## src/rtl/div_mem_pkg.sv

```systemverilog
// Shared definitions for the divisor-table memory responder.
// The fill function is the single source of truth for table contents.
package div_mem_pkg;

    localparam int D_WIDTH_DEF = 8;
    localparam int A_WIDTH_DEF = 8;

    typedef enum logic {
        FILL = 1'b0,
        IDLE = 1'b1
    } state_e;

    // (7*a + 3) mod 256, with zero mapped to one so no divisor is zero
    function automatic logic [D_WIDTH_DEF-1:0] fill_val(
        input logic [A_WIDTH_DEF-1:0] a
    );
        logic [A_WIDTH_DEF+2:0] t;
        t = (A_WIDTH_DEF+3)'(7) * {3'b000, a} + (A_WIDTH_DEF+3)'(3);
        if (t[D_WIDTH_DEF-1:0] == '0) begin
            return D_WIDTH_DEF'(1);
        end
        return t[D_WIDTH_DEF-1:0];
    endfunction

endpackage

```

## src/rtl/div_mem_fill_gen.sv

```systemverilog
// Fill address counter plus table value generator.
// The counter wraps to zero after the last word, ready for the next fill.
module div_mem_fill_gen
    import div_mem_pkg::*;
#(
    parameter int A_WIDTH = A_WIDTH_DEF,
    parameter int D_WIDTH = D_WIDTH_DEF
) (
    input  logic               Clk,
    input  logic               Rst,
    input  logic               clr_i,
    input  logic               step_i,
    output logic [A_WIDTH-1:0] addr_o,
    output logic [D_WIDTH-1:0] data_o,
    output logic               last_o
);

    logic [A_WIDTH-1:0] cnt_q;
    logic [A_WIDTH-1:0] cnt_d;

    always_comb begin
        cnt_d = cnt_q;
        if (clr_i) begin
            cnt_d = '0;
        end else if (step_i) begin
            cnt_d = cnt_q + A_WIDTH'(1);
        end
    end

    always_ff @(posedge Clk or posedge Rst) begin
        if (Rst) begin
            cnt_q <= '0;
        end else begin
            cnt_q <= cnt_d;
        end
    end

    assign addr_o = cnt_q;
    assign data_o = fill_val(cnt_q);
    assign last_o = &cnt_q;

endmodule

```

## src/rtl/div_mem.sv

```systemverilog
// Divisor-table memory: self-filling 256x8 register file with
// one-cycle registered reads and a held data output.
module div_mem
    import div_mem_pkg::*;
#(
    parameter int D_WIDTH = D_WIDTH_DEF,
    parameter int A_WIDTH = A_WIDTH_DEF
) (
    input  logic               Clk,
    input  logic               Rst,
    input  logic [A_WIDTH-1:0] Addr,
    input  logic               En,
    input  logic               Rw,
    input  logic [D_WIDTH-1:0] WData,
    input  logic               Init,
    output logic [D_WIDTH-1:0] Data,
    output logic               Ready,
    output logic               Err
);

    localparam int DEPTH = 2 ** A_WIDTH;

    state_e             state_q;
    state_e             state_d;
    logic               ready_q;
    logic               ready_d;
    logic               err_q;
    logic               err_d;
    logic [D_WIDTH-1:0] data_q;
    logic [D_WIDTH-1:0] data_d;

    logic [D_WIDTH-1:0] mem [DEPTH];

    logic               mem_we;
    logic [A_WIDTH-1:0] mem_waddr;
    logic [D_WIDTH-1:0] mem_wdata;

    logic [A_WIDTH-1:0] fill_addr;
    logic [D_WIDTH-1:0] fill_data;
    logic               fill_last;
    logic               fill_clr;
    logic               fill_step;

    assign fill_step = (state_q == FILL);
    assign fill_clr  = (state_q == IDLE) && Init;

    div_mem_fill_gen #(
        .A_WIDTH(A_WIDTH),
        .D_WIDTH(D_WIDTH)
    ) u_fill (
        .Clk   (Clk),
        .Rst   (Rst),
        .clr_i (fill_clr),
        .step_i(fill_step),
        .addr_o(fill_addr),
        .data_o(fill_data),
        .last_o(fill_last)
    );

    always_comb begin
        state_d   = state_q;
        ready_d   = ready_q;
        data_d    = data_q;
        err_d     = 1'b0;
        mem_we    = 1'b0;
        mem_waddr = Addr;
        mem_wdata = WData;
        unique case (state_q)
            FILL: begin
                // accesses during fill are dropped and flagged
                err_d     = En;
                mem_we    = 1'b1;
                mem_waddr = fill_addr;
                mem_wdata = fill_data;
                if (fill_last) begin
                    state_d = IDLE;
                    ready_d = 1'b1;
                end
            end
            IDLE: begin
                if (En && Rw) begin
                    mem_we = 1'b1;
                end
                if (En && !Rw) begin
                    data_d = mem[Addr];
                end
                if (Init) begin
                    state_d = FILL;
                    ready_d = 1'b0;
                end
            end
        endcase
    end

    always_ff @(posedge Clk or posedge Rst) begin
        if (Rst) begin
            state_q <= FILL;
            ready_q <= 1'b0;
            err_q   <= 1'b0;
            data_q  <= '0;
        end else begin
            state_q <= state_d;
            ready_q <= ready_d;
            err_q   <= err_d;
            data_q  <= data_d;
        end
    end

    always_ff @(posedge Clk) begin
        if (mem_we && !Rst) begin
            mem[mem_waddr] <= mem_wdata;
        end
    end

    assign Data  = data_q;
    assign Ready = ready_q;
    assign Err   = err_q;

endmodule
```

## config.mk

```make
export PLATFORM = sky130hd
export DESIGN_NAME = div_mem
export DESIGN_NICKNAME = d
export VERILOG_FILES = /design/src/rtl/div_mem_pkg.sv /design/src/rtl/div_mem_fill_gen.sv /design/src/rtl/div_mem.sv
export SDC_FILE = /design/constraint.sdc
export NUM_CORES = 2
export LEC_CHECK = 0
export CORE_MARGIN = 2
export CORE_UTILIZATION = 25
export CTS_CLUSTER_DIAMETER = 30
export DETAILED_ROUTE_END_ITERATION = 7
export PLACE_DENSITY = 0.44
export SLEW_MARGIN = 20
export SYNTH_ARGS = -nofsm -noshare
export SYNTH_HDL_FRONTEND = slang
export SYNTH_SLANG_ARGS = --single-unit
```

## constraint.sdc

```tcl
create_clock -name Clk -period 41.9 [get_ports Clk]
set_input_delay 4.19 -clock Clk [delete_from_list [all_inputs] [get_ports Clk]]
set_output_delay 4.19 -clock Clk [all_outputs]
set_load 0.05 [all_outputs]
```

==> key figures <==
Run status
  – Status: complete, no violations

Synth
  – Distinct cells, synth: 77
  – Avg Cell Area, Syn: 20.4 sq um
  – Number of synthesized flops with an enable pin: 2048
  – Register area share after synthesis: 76.1%
  – Post-synthesis register bit count: 2067
  – Synth Cell Area: 81500 sq um
  – Ys flop type: edfxtp_1
  – Post-synth top area share: 75.5%
  – Synthesis Warnings: 0
  – Async SR Flop Fraction: 0.919%
  – Area contributors post-synth: edfxtp_1, mux4_2, mux2i_1
  – Synthesized instance count: 3986
  – Synth Net Count: 4030
  – Synth area leader: edfxtp_1

Hold path
  – Hold path start: Ready
  – Worst hold path type: register to register

Setup path
  – Crit. End Element: register
  – Critical Path Fanout Max: 53
  – Max incr delay on CP: 0.93 ns
  – Critical Path AT: 9.43 ns
  – Critical path's slowest cell: nor4_1
  – Setup CP Type: input port to register
  – Cell family with most CP delay: buffers and inverters
  – Most used cell, CP: buf_4
  – Startpoint Class: input port
  – CP required: 42.79 ns
  – Crit-path cells: buf_8, buf_4, buf_4, buf_4, buf_4, mux4_2, mux2i_1, o21ai_0, nor3_1, nor4_1, a21o_1
  – Crit path from: Addr[0]
  – Worst r2r src: u_fill.addr_o[3]
  – WP buf/inv: 5

STA
  – Measured slew at the worst slew-check pin: 1.26 ns
  – Final Hold Vio Count: 0
  – Max_slew headroom: 16.0%
  – Fmax: 117 MHz
  – Minimum clock period: 8.55 ns
  – Crit share post-route: 20.4%
  – RSZ-0062 raised after global routing: no
  – Skew final: 0.0708 ns
  – Final TNS setup: 0 ns
  – Slew Viols, Final: 0
  – Setup-failing EPs final: 0

Die
  – CORE AREA: 324000 sq um
  – Chip Width: 575 um
  – IO Count: 31
  – Floorplan row count: 209
  – Initial Util: 25.1%
  – Die area: 331000 sq um
  – Die Ht: 575 um

CTS
  – Root Driver: clkbuf_16
  – CTS clk-pin slew, worst paths: 0.04 ns
  – CTS sink cnt: 2067
  – CTS tree: done
  – CTS buffer count: 467
  – CTS Buffer Depth: 4
  – Clock Latency Late Sink: 0.97 ns
  – Post-CTS Setup Bufs: 0
  – Hold-fix buffers, CTS: 0
  – Cts repair resizes: 0
  – H-tree depth: 5

Global routing
  – Grt ovf: 0
  – Antenna violations before repair: 14
  – First-pass GRT wire length: 354000 um
  – Pin count of the biggest net entering global routing: 190
  – Vias in the first global route: 44100
  – GRT Overall Usage: 15.2%

Detailed routing
  – Drt total wl: 255000 um
  – Final ANT Viol Nets: 0
  – DRC errors left: 0
  – Vias per Instance: 4.69
  – WL/cell: 28.2 um
  – TritonRoute pass-1 iters: 5
  – DRT iter0 DRCs: 3917
  – Vias after detailed routing: 42400

Place
  – Post-Place Cells: 8213
  – DP HPWL: 153000 um
  – RD Place Congestion: 0.804
  – IO Port Bufs: 30

Layout
  – Share of cells above drive strength 1: 26.7%
  – Area of the multi-input gates: 18000 sq um
  – Final-layout fill cell count: 31300
  – Register area: 62000 sq um
  – Post-route insts no fill: 9047
  – Commonest non-fill, non-tap cell in the layout: edfxtp_1
  – Area Growth Syn to Fin: 24.8%
  – Nets@finish: 4402
  – Most frequent cells in the layout: edfxtp_1, clkbuf_16, mux4_2

Job
  – Maxcap violations: 0
[state kept, by name, indices dropped and copies added, names as in the netlist]
signal and flops:
u_fill.addr_o 8, Err 1, state_q 1, Ready 1, mem 2048, Data 8
[path summary, 6_finish.rpt]
kind | to | slack, ns | cells past startpoint
max | Data[7] | 33.35 | 11
min in group asynchronous | Data[5] | 3.82 | 3
max in group asynchronous | state_q | 37.79 | 3
max reg2reg | mem[217][0] | 36.11 | 14
min reg2reg | Ready | 0.61 | 2
min | Ready | 0.61 | 2
[layer usage]
| metal | vias up | wire, um | track usage (%) |
|---|---|---|---|
| met3 | 371 | 16900 | 3.45 |
| met5 | - | 0 | 0 |
| li1 | 17500 | - | - |
| met4 | 0 | 5820 | 4.25 |
| met1 | 23100 | 112000 | 20.8 |
| met2 | 1516 | 120000 | 24.0 |
[tightest hold or removal path, stage by stage (launching register included)]
cell and delay, ns:
dfrtp_1 0.42, inv_1 0.07, o22ai_1 0.07
[Yosys cell counts, types with 25 or more instances]
library cell,number
a21oi_1,52
a31oi_1,25
buf_2,65
buf_4,27
buf_6,39
clkbuf_1,70
edfxtp_1,2048
mux2i_1,219
mux4_1,26
mux4_2,410
nand2_1,138
nand3_1,27
nor2_1,313
o21ai_0,58
o221ai_1,34
o22ai_1,70
[stage by stage]
step	instance area [sq um]	util [%]	hold WS (ns)	setup slack [ns]
floorplan	81500	-	0.590	26.73
global placement	86600	26.7	0.581	32.17
detailed placement	86600	26.7	0.589	32.12
CTS	102000	31.4	0.595	33.12
global route	102000	31.4	0.652	33.05
finish	102000	31.4	0.607	33.35
[cell type report]
cell class                 count  share of cell area [%]
sequential                  2067                    60.9
multi-input combinational   1660                    17.7
clock buffer                 548                    11.9
tap                         4325                    5.32
clock inverter               284                    2.90
timing repair buffer         136                    1.20
inverter                      26                   0.102
antenna                        1                 0.00246
[kinds of logic (layout without fill, tap and decap cells)]
group / count (synthesis) / count (layout) / share of synthesized area, %
DFF: 2067 / 2067 / 76.1
muxes: 673 / 673 / 15.1
and+or+nand+nor: 558 / 558 / 2.86
AOI/OAI and AO/OA: 392 / 392 / 3.32
buffers and inverters: 259 / 994 / 2.11
adders and majority gates: 23 / 23 / 0.399
xor gates and xnor gates: 14 / 14 / 0.150
other: 0 / 1 / 0
Power is left out: the tool's default activity adds up to more than one toggle a clock period on the data nets, which glitch-free logic cannot reach.
